==> src/rtl/dual_serial_detector_pkg.sv <==
// Shared state encoding and default sizes for the dual serial detector.
package dual_serial_detector_pkg;

    typedef enum logic {
        DSD_FILL = 1'b0,
        DSD_RUN  = 1'b1
    } dsd_state_t;

    localparam int DSD_LEN   = 4;
    localparam int DSD_CNT_W = 8;

endpackage

==> src/rtl/dual_serial_detector_window.sv <==
// Shift register holding the last LEN samples of one serial channel.
module serial_window #(
    parameter int LEN = 4
) (
    input  logic           clk,
    input  logic           reset,
    input  logic           en,
    input  logic           d,
    output logic [LEN-1:0] win
);

    always_ff @(posedge clk) begin
        if (reset) begin
            win <= '0;
        end else if (en) begin
            win <= {win[LEN-2:0], d};
        end
    end

endmodule

==> src/rtl/dual_serial_detector.sv <==
// Two-channel serial pattern detector with overlap mode and hit counter.
// Define HIT_COUNTER_EN to build the saturating hit counter; otherwise it reads 0.
module dual_serial_detector
    import dual_serial_detector_pkg::*;
#(
    parameter int             LEN   = DSD_LEN,
    parameter logic [LEN-1:0] PAT_A = 4'b0111,
    parameter logic [LEN-1:0] PAT_B = 4'b0001,
    parameter int             CNT_W = DSD_CNT_W
) (
    input  logic             clk,
    input  logic             reset,
    input  logic             en,
    input  logic             overlap,
    input  logic             a,
    input  logic             b,
    output logic             and1,
    output logic             match,
    output logic             filled,
    output logic [CNT_W-1:0] hit_count
);

    localparam int FW = (LEN > 2) ? $clog2(LEN) : 1;

    dsd_state_t     state;
    logic [FW-1:0]  fill_cnt;
    logic [LEN-1:0] win_a;
    logic [LEN-1:0] win_b;
    logic [LEN-1:0] nxt_a;
    logic [LEN-1:0] nxt_b;
    logic           last_fill;
    logic           hit;

    serial_window #(.LEN(LEN)) u_wa (
        .clk   (clk),
        .reset (reset),
        .en    (en),
        .d     (a),
        .win   (win_a)
    );

    serial_window #(.LEN(LEN)) u_wb (
        .clk   (clk),
        .reset (reset),
        .en    (en),
        .d     (b),
        .win   (win_b)
    );

    // Compare against the windows as they will be after this edge.
    assign nxt_a     = {win_a[LEN-2:0], a};
    assign nxt_b     = {win_b[LEN-2:0], b};
    assign last_fill = (state == DSD_FILL) && (fill_cnt == FW'(LEN - 1));
    assign hit       = en && (nxt_a == PAT_A) && (nxt_b == PAT_B)
                       && ((state == DSD_RUN) || last_fill);
    assign filled    = (state == DSD_RUN);

    always_ff @(posedge clk) begin
        if (reset) begin
            state    <= DSD_FILL;
            fill_cnt <= '0;
            and1     <= 1'b0;
            match    <= 1'b0;
        end else if (en) begin
            and1  <= a & b;
            match <= hit;
            if (hit && !overlap) begin
                state    <= DSD_FILL;
                fill_cnt <= '0;
            end else if (state == DSD_FILL) begin
                if (last_fill) begin
                    state    <= DSD_RUN;
                    fill_cnt <= '0;
                end else begin
                    fill_cnt <= fill_cnt + 1'b1;
                end
            end
        end else begin
            match <= 1'b0;
        end
    end

`ifdef HIT_COUNTER_EN
    always_ff @(posedge clk) begin
        if (reset) begin
            hit_count <= '0;
        end else if (hit && (hit_count != {CNT_W{1'b1}})) begin
            hit_count <= hit_count + 1'b1;
        end
    end
`else
    assign hit_count = '0;
`endif

endmodule

==> config.mk <==
export PLATFORM = sky130hd
export DESIGN_NAME = dual_serial_detector
export DESIGN_NICKNAME = d
export VERILOG_FILES = /design/src/rtl/dual_serial_detector_pkg.sv /design/src/rtl/dual_serial_detector_window.sv /design/src/rtl/dual_serial_detector.sv
export SDC_FILE = /design/constraint.sdc
export NUM_CORES = 1
export LEC_CHECK = 0
export ABC_AREA = 1
export ABC_CLOCK_PERIOD_IN_PS = 1850
export CAP_MARGIN = 10
export CORE_MARGIN = 4
export CORE_UTILIZATION = 30
export DETAILED_ROUTE_END_ITERATION = 8
export PLACE_DENSITY = 0.67
export SYNTH_ARGS = -nofsm -noshare
export SYNTH_HDL_FRONTEND = slang
export SYNTH_SLANG_ARGS = --single-unit
==> constraint.sdc <==
create_clock -name clk -period 1.85 [get_ports clk]
set_input_delay 0.37 -clock clk [delete_from_list [all_inputs] [get_ports clk]]
set_output_delay 0.37 -clock clk [all_outputs]
set_load 0.01 [all_outputs]
# ---- Word-level counts from Yosys, hierarchy flattened
# Index checks and enable logic that the tools add are counted.
dict set report classes {
  add_sub_neg 1
  eq_ne 4
  n_mux 6
  bitwise_logic 3
  reduce_logical 9
}
# op n
set op_table {}
lappend op_table {{2-bit two-way mux} 3}
lappend op_table {{1-bit logical AND} 5}
lappend op_table {{4-bit by 1-bit == test with 1-bit output, second input constant} 1}
lappend op_table {{4-bit by 3-bit == test with 1-bit output, second input constant} 1}
lappend op_table {{1-bit two-way mux} 3}
lappend op_table {{2-bit by 1-bit adder with 2-bit output, second input constant} 1}
lappend op_table {{2-bit == test, second input constant} 1}
lappend op_table {{2-bit by 1-bit inequality test with 1-bit output, second input constant} 1}
lappend op_table {{1-bit NOT} 2}
lappend op_table {{2-bit AND reduction} 1}
lappend op_table {{2-bit OR reduction} 1}
lappend op_table {{1-bit AND} 1}
lappend op_table {{1-bit logical NOT} 1}
lappend op_table {{1-bit logical OR} 1}
dict set report totals {
  regBits 11
  input_bits 6
  output_inout_bits 11
  word_cells 29
}

# ---- Depth between registers and ports, before layout
# Gate-level depths: netlist of the first run.
dict set report depth {
  ltp_word 7
  depth_mapped 8
  mapped_depth_nobuf 8
}

# ---- By module
# From an unflattened synthesis of the first run, not the netlist that was laid out.
dict set report hier_totals {
  cells_unflattened 114
  area_unflattened_um2 753.2
}
# module instances cells_each area_each_um2
set by_module_without_submodules {}
lappend by_module_without_submodules {dual_serial_detector 1 62 402.9}
lappend by_module_without_submodules {serial_window 2 26 175.2}

# ---- Least setup slack after synthesis of the first run
# Ideal clock, no wire load.
dict set report synth_timing {
  kind {flip-flop to flip-flop}
  start {register fill_cnt[0]}
  end {register fill_cnt[0]}
  setup_ns 0.115
  t_arrival_ns 1.063
  t_required_ns 1.735
  path_slack_ns 0.672
  path_stages_with_launch 9
  path_buffers 0
  period_less_slack_ns 1.178
  cell_sequence {dfxtp_1 ha_1 nor2_1 nor2_1 nand4_2 nand2_2 nand3_1 nand2_1 nor2_1}
}
dict set report synth_via {
  elab_chain_len 7
}
# element line_no
set synth_lines {}
lappend synth_lines {{from (decl)} dual_serial_detector.sv:26} ;# logic [FW-1:0] fill_cnt;
lappend synth_lines {{from (signal assigned)} dual_serial_detector.sv:75} ;# fill_cnt <= fill_cnt + 1'b1;
lappend synth_lines {{2-bit == test} dual_serial_detector.sv:53} ;# assign last_fill = (state == DSD_FILL) && (fill_cnt == FW'(LEN - 1));
lappend synth_lines {{1-bit logical AND} dual_serial_detector.sv:53}
lappend synth_lines {{1-bit logical OR} dual_serial_detector.sv:55} ;# && ((state == DSD_RUN) || last_fill);
lappend synth_lines {{1-bit logical AND} dual_serial_detector.sv:55}
lappend synth_lines {{1-bit logical AND} dual_serial_detector.sv:67} ;# if (hit && !overlap) begin
lappend synth_lines {{2-bit by 1-bit inequality test with 1-bit output (no line)} n/a}
lappend synth_lines {{2-bit AND reduction (no line)} n/a}
# Parallel ways exist; a longest one is shown, timed or not. The select of a mux whose other input is x is not followed.
# A chain may end at the register's enable or synchronous reset.

# ---- Final worst setup path of the first run
dict set report layout_timing {
  start {register state (netlist: filled)}
  end {output port filled}
}
# element line_no
set layout_lines {}
lappend layout_lines {{from (decl)} dual_serial_detector.sv:25} ;# dsd_state_t state;
lappend layout_lines {{from (signal assigned)} dual_serial_detector.sv:60} ;# state <= DSD_FILL;
lappend layout_lines {{from (signal assigned)} dual_serial_detector.sv:68} ;# state <= DSD_FILL;
lappend layout_lines {{from (signal assigned)} dual_serial_detector.sv:72} ;# state <= DSD_RUN;
lappend layout_lines {{to (decl)} dual_serial_detector.sv:19} ;# output logic filled,
# No word-level cell between the ends.

==> results.ini, run 1 <==
[run_status]
status=complete, no violations

[drt]
firstDrtPassIters=3
drc=0
via_count=456
viasPerCell=4.61
drt-total-wl_um=960
routedWlPerCell_um=9.70
final_antenna_net_count=0
dr.first_iter.drc_count=9

[synthesis]
synthMuxAreaShare=0
avgSynthCellArea_um2=7.44
synth_fa_ha_area_frac=0.0237
synth_top_area_cell=dfxtp_1
synth_seq_cells=11
synth_top_family_by_area=simple AND/OR/NAND/NOR gates
synth.distinct_cells=15
synth_cells=71
syn_area_um2=528
yosysTopAreaCellShare=0.417
synth_compound_area_frac=0.156
seq_area_frac_synth=0.417
yosys.area_share.simple=0.218
synthXorXnorAreaFrac=0
synth_area_leaders=dfxtp_1 (42%), buf_4 (13%), a21oi_1 (7.6%)
ys_warn_count=0

[timing]
hold_viol=0
setup_viol=0
fin_crit_ns=1.64
grt_setup_unrepaired=no
fin_setup_tns_ns=0
finalClockSkew_ns=0.00382
finalCritPeriodShare=0.884
drv_slew=0
fmax_ghz=0.611
holdWs_ns=0.454

[pwr]
comb_power_share=0.151
p_leak_uw=0.000280
p_seq_frac=0.517
sw_frac_of_total=0.267
p_int_uw=369
peakVddDrop_mv=0.469
p_clk_frac=0.332
p_sw_uw=134
cellPowerDensity_nw_per_um2=801

[setup_path]
slowest_delay_ns=0.57
path_class=flip-flop to output pin
cp-end-kind=output pin
setup.worst_path.start_class=flip-flop
cpMaxStageDelayCell=clkdlybuf4s50_1
path_delay_family=buffers and inverters
crit_chain=clkdlybuf4s50_1
r2r-start=fill_cnt[0]$_SDFFE_PP0P_
arrival_ns=1.27
cp-startpoint=filled$_SDFFE_PP0P_
ff2ff_path_depth=8
crit_end=filled
worst-path-buf-inv=1
crit_cells=1
cp_max_fo=6
r2r_slack_ns=0.51
rr_endpoint=fill_cnt[1]$_SDFFE_PP0P_
required_ns=1.48

[die]
core_area_um2=1580
initial_core_util=0.335
rows=14
fp.dieH_um=50.0
fp.dieW_um=50.0
die_area_um2=2500
pin_count=17

[global_routing]
antenna_found_initial=0
grt.overflow.total=0
grt_pass1_wl_um=1630
grt_max_degree=11
grtUsageTotal=0.0852
first_global_vias=400

[clock_tree]
clkLatencyLatePin_ns=0.27
htreeDepth=1
clock_path_buffers=2
cts_tree=yes
numCtsBuffers=3
cts-resized-gates=0
hold_buffers=0
cts-root-buf=clkbuf_4
cts_setup_buffers=0
cts_sinks=11
path_clk_slew_ns=0.07

[cells_and_area]
area_growth_pct=19.0
layout.nets=91
num-fill-cells=175
n_antenna_cell=0
drive_above_1_share=0.0843

[run]
drv_cap=0

[hold_path]
hold_path.class=flip-flop to flip-flop

[placed_design]
gp_congestion=0.776
numPortBuffers=8

==> kinds of logic (layout without fill, tap and decap cells) <==
kind of cell,count (synthesis),after routing
simple gates,26,26
fa+ha+maj,1,1
buf+inv,16,21
flops,11,11
compound gates,16,16
other cells,1,8
==> placed cells by master (no fill, tap or decap) <==
| cell type | count |
|---|---|
| dfxtp_1 | 11 |
| nor2_1 | 10 |
| nand2_1 | 9 |
| a21oi_1 | 8 |
| conb_1 | 8 |
| clkdlybuf4s50_1 | 8 |
| o21ai_0 | 7 |
| inv_1 | 6 |
| nand3_1 | 4 |
| clkbuf_4 | 3 |
| buf_4 | 2 |
| nand4_2 | 1 |
| nand2_2 | 1 |
| clkinv_1 | 1 |
| o31ai_1 | 1 |
| nor3_1 | 1 |
| ha_1 | 1 |
| clkbuf_1 | 1 |
==> power by group through the flow <==
stage          registers (uW)  clock network [uW]  logic (uW)
3_5_place_dp              266                   0        75.6
4_1_cts                   260                 176        76.1
3_3_place_gp              265                   0        74.0
5_1_grt                   262                 185        88.5
6_report                  260                 167        75.8
2_1_floorplan             265                   0        61.1
==> sequential cells by signal, indices dropped and copies added, names as in the netlist <==
signal    count
u_wa.win      3
fill_cnt      2
filled        1
and1          1
match         1
u_wb.win      3
==> through the flow <==
| stage | instance area (um2) | instances | util | power, uW | setup slack [ns] |
|---|---|---|---|---|---|
| 2_1_floorplan | 554 | 78 | - | 326 | 0.672 |
| 3_3_place_gp | 602 | 95 | 0.382 | 339 | 0.164 |
| 3_5_place_dp | 602 | 95 | 0.382 | 341 | 0.164 |
| 4_1_cts | 628 | 99 | 0.398 | 512 | 0.203 |
| 5_1_grt | 628 | 99 | 0.398 | 535 | 0.172 |
| 6_report | 628 | 99 | 0.398 | 503 | 0.214 |
==> Yosys cell counts <==
cell and instances:
dfxtp_1 11, nor2_1 10, buf_4 9, nand2_1 9
a21oi_1 8, o21ai_0 7, inv_1 6, nand3_1 4
clkinv_1 1, conb_1 1, ha_1 1, nand2_2 1
nand4_2 1, nor3_1 1, o31ai_1 1
==> per-layer routing <==
metal | up-vias | routed length [um] | GRT usage
li1 | 239 | - | -
met1 | 193 | 415 | 0.0907
met2 | 20 | 412 | 0.139
met3 | 4 | 114 | 0.0512
met4 | 0 | 17 | 0.0276
met5 | - | 0 | 0
==> how the worst min path moves through the flow <==
stage	from	endpoint	slack, ns	cells past startpoint
after floorplan	u_wa.win[2]$_SDFFE_PP0P_	u_wa.win[2]$_SDFFE_PP0P_	0.43	2
after global placement	u_wa.win[2]$_SDFFE_PP0P_	u_wa.win[2]$_SDFFE_PP0P_	0.45	2
after detailed placement	u_wa.win[2]$_SDFFE_PP0P_	u_wa.win[2]$_SDFFE_PP0P_	0.45	2
after CTS	u_wa.win[2]$_SDFFE_PP0P_	u_wa.win[2]$_SDFFE_PP0P_	0.46	2
after global routing	u_wa.win[2]$_SDFFE_PP0P_	u_wa.win[2]$_SDFFE_PP0P_	0.49	2
final	u_wa.win[2]$_SDFFE_PP0P_	u_wa.win[2]$_SDFFE_PP0P_	0.45	2
==> layout make-up <==
type	count	area [um2]	share of cell area
multi-input cells	51	240	0.382
flip-flops and latches	11	220	0.351
repair buffers	10	95.1	0.151
clock buffers	4	26.3	0.0418
inverters	7	26.3	0.0418
well taps	16	20.0	0.0319
Power figures use the tool's default switching activity.
==> run 2, diff against run 1 <==
--- a/config.mk
+++ b/config.mk
@@ -11,6 +11,7 @@
 export CORE_MARGIN = 4
 export CORE_UTILIZATION = 30
 export DETAILED_ROUTE_END_ITERATION = 8
+export MAX_ROUTING_LAYER = met4
 export PLACE_DENSITY = 0.67
 export SYNTH_ARGS = -nofsm -noshare
 export SYNTH_HDL_FRONTEND = slang
==> run 2 against run 1 <==
Compared with the run above: clock skew up 0.00077 ns; maximum frequency about the same; setup slack about the same; cell area unchanged; routed wire length increased by 0.42%; hold slack barely moved; clock power about the same; largest cell class unchanged; highest routed layer unchanged.
==> results.ini, run 2 (synthesis gave the netlist of run 1 again) <==
[hold_path]
whs_path_depth=2  ; unchanged
hold_path.class=flip-flop to flip-flop  ; unchanged

[setup_path]
worst-path-buf-inv=1  ; unchanged
required_ns=1.48  ; about the same
path_delay_family=buffers and inverters  ; unchanged
cp_max_fo=6  ; unchanged
crit_cells=1  ; unchanged
slowest_delay_ns=0.57  ; about the same
cp-end-kind=output pin  ; unchanged
cpMaxStageDelayCell=clkdlybuf4s50_1  ; unchanged
path_class=flip-flop to output pin  ; unchanged
ff2ff_path_depth=8  ; unchanged
crit_chain=clkdlybuf4s50_1  ; unchanged
arrival_ns=1.27  ; about the same
setup.worst_path.start_class=flip-flop  ; unchanged

[die]
fp.dieW_um=50.0  ; unchanged
core_area_um2=1580  ; unchanged
fp.dieH_um=50.0  ; unchanged
pin_count=17  ; unchanged
die_area_um2=2500  ; unchanged
initial_core_util=0.335  ; unchanged
rows=14  ; unchanged

[cells_and_area]
n_antenna_cell=0  ; unchanged
largestRegisters=u_wa.win: 3 flops, u_wb.win: 3 flops, fill_cnt: 2 flops  ; unchanged
drive_above_1_share=0.0843  ; unchanged
layout.nets=91  ; unchanged
layout.cells.non_filler=99  ; unchanged
area_growth_pct=19.0  ; unchanged
final_common_cell=dfxtp_1  ; unchanged
final_cell_mix=dfxtp_1 (11), nor2_1 (10), nand2_1 (9)  ; unchanged

[clock_tree]
cts-root-buf=clkbuf_4  ; unchanged
clkLatencyLatePin_ns=0.27  ; about the same
cts-resized-gates=0  ; unchanged
hold_buffers=0  ; unchanged
numCtsBuffers=3  ; unchanged
htreeDepth=1  ; unchanged
path_clk_slew_ns=0.07  ; about the same
clock_path_buffers=2  ; unchanged
cts_tree=yes  ; unchanged
cts_sinks=11  ; unchanged
cts_setup_buffers=0  ; unchanged

[timing]
finalCritPeriodShare=0.884  ; about the same
fin_setup_tns_ns=0  ; unchanged
drv_slew=0  ; unchanged
setup_viol=0  ; unchanged
finalClockSkew_ns=0.00459  ; was 0.00382 ns
fin_crit_ns=1.64  ; about the same
fmax_ghz=0.611  ; about the same
hold_viol=0  ; unchanged
grt_setup_unrepaired=no  ; unchanged

[pwr]
cellPowerDensity_nw_per_um2=800  ; was 801 nW/um2
p_int_uw=369  ; about the same
sw_frac_of_total=0.267  ; about the same
peakVddDrop_mv=0.467  ; was 0.469 mV
comb_power_share=0.151  ; about the same
p_clk_frac=0.331  ; was 0.332
p_leak_uw=0.000280  ; unchanged
p_sw_uw=134  ; about the same
p_seq_frac=0.518  ; was 0.517

[drt]
viasPerCell=4.57  ; was 4.61
via_count=452  ; was 456
final_antenna_net_count=0  ; unchanged
routedWlPerCell_um=9.74  ; was 9.70 um
firstDrtPassIters=3  ; unchanged
dr.first_iter.drc_count=9  ; unchanged
drc=0  ; unchanged
drt-total-wl_um=964  ; was 960 um

[global_routing]
grt_max_degree=11  ; unchanged
grt.overflow.total=0  ; unchanged
first_global_vias=400  ; unchanged
antenna_found_initial=0  ; unchanged
grtUsageTotal=0.0875  ; was 0.0852
grt_pass1_wl_um=1620  ; was 1630 um

[placed_design]
dp.cells=95  ; unchanged
numPortBuffers=8  ; unchanged
gp_congestion=0.786  ; was 0.776

[run_status]
status=complete, no violations  ; unchanged

[run]
drv_cap=0  ; unchanged

## run 2: cell counts in the layout (fill, tap and decap cells not counted)
Identical to the previous run, type by type.
## run 2: power by group through the flow
stage               logic (uW)  clock network [uW]  registers, uW
floorplan                 61.1                   0            265
global placement          74.0                   0            265
detailed placement        75.6                   0            266
CTS                       76.1                 176            260
global route              88.5                 185            262
finish                    75.8                 167            260
## run 2: final timing paths
| check | slack, ns | end | startpoint |
|---|---|---|---|
| max | 0.21 | filled | filled$_SDFFE_PP0P_ |
| min | 0.45 | u_wa.win[2]$_SDFFE_PP0P_ | u_wa.win[2]$_SDFFE_PP0P_ |
| max reg2reg | 0.51 | fill_cnt[1]$_SDFFE_PP0P_ | fill_cnt[0]$_SDFFE_PP0P_ |
| min reg2reg | 0.45 | u_wa.win[2]$_SDFFE_PP0P_ | u_wa.win[2]$_SDFFE_PP0P_ |
## run 2: layout make-up
cell class,count,area [um2]
inverter,7,26.3
sequential,11,220
tap,16,20.0
timing repair buffer,10,95.1
multi-input combinational,51,240
clock buffer,4,26.3
fill,175,948
## run 2: metrics by stage
stage | util | hold slack (ns) | setup WS, ns | area (um2) | total power, uW
after floorplan | - | 0.433 | 0.672 | 554 | 326
after global placement | 0.382 | 0.446 | 0.164 | 602 | 339
after detailed placement | 0.382 | 0.449 | 0.164 | 602 | 341
after CTS | 0.398 | 0.461 | 0.203 | 628 | 512
after global routing | 0.398 | 0.487 | 0.172 | 628 | 535
final | 0.398 | 0.455 | 0.214 | 628 | 503
## run 2: metal layers
layer	track usage	part of all wire	vias up
li1	-	-	238
met1	0.0926	0.45	192
met2	0.139	0.44	20
met3	0.0482	0.10	2
met4	0.0276	0.0073	0
met5	-	0	-
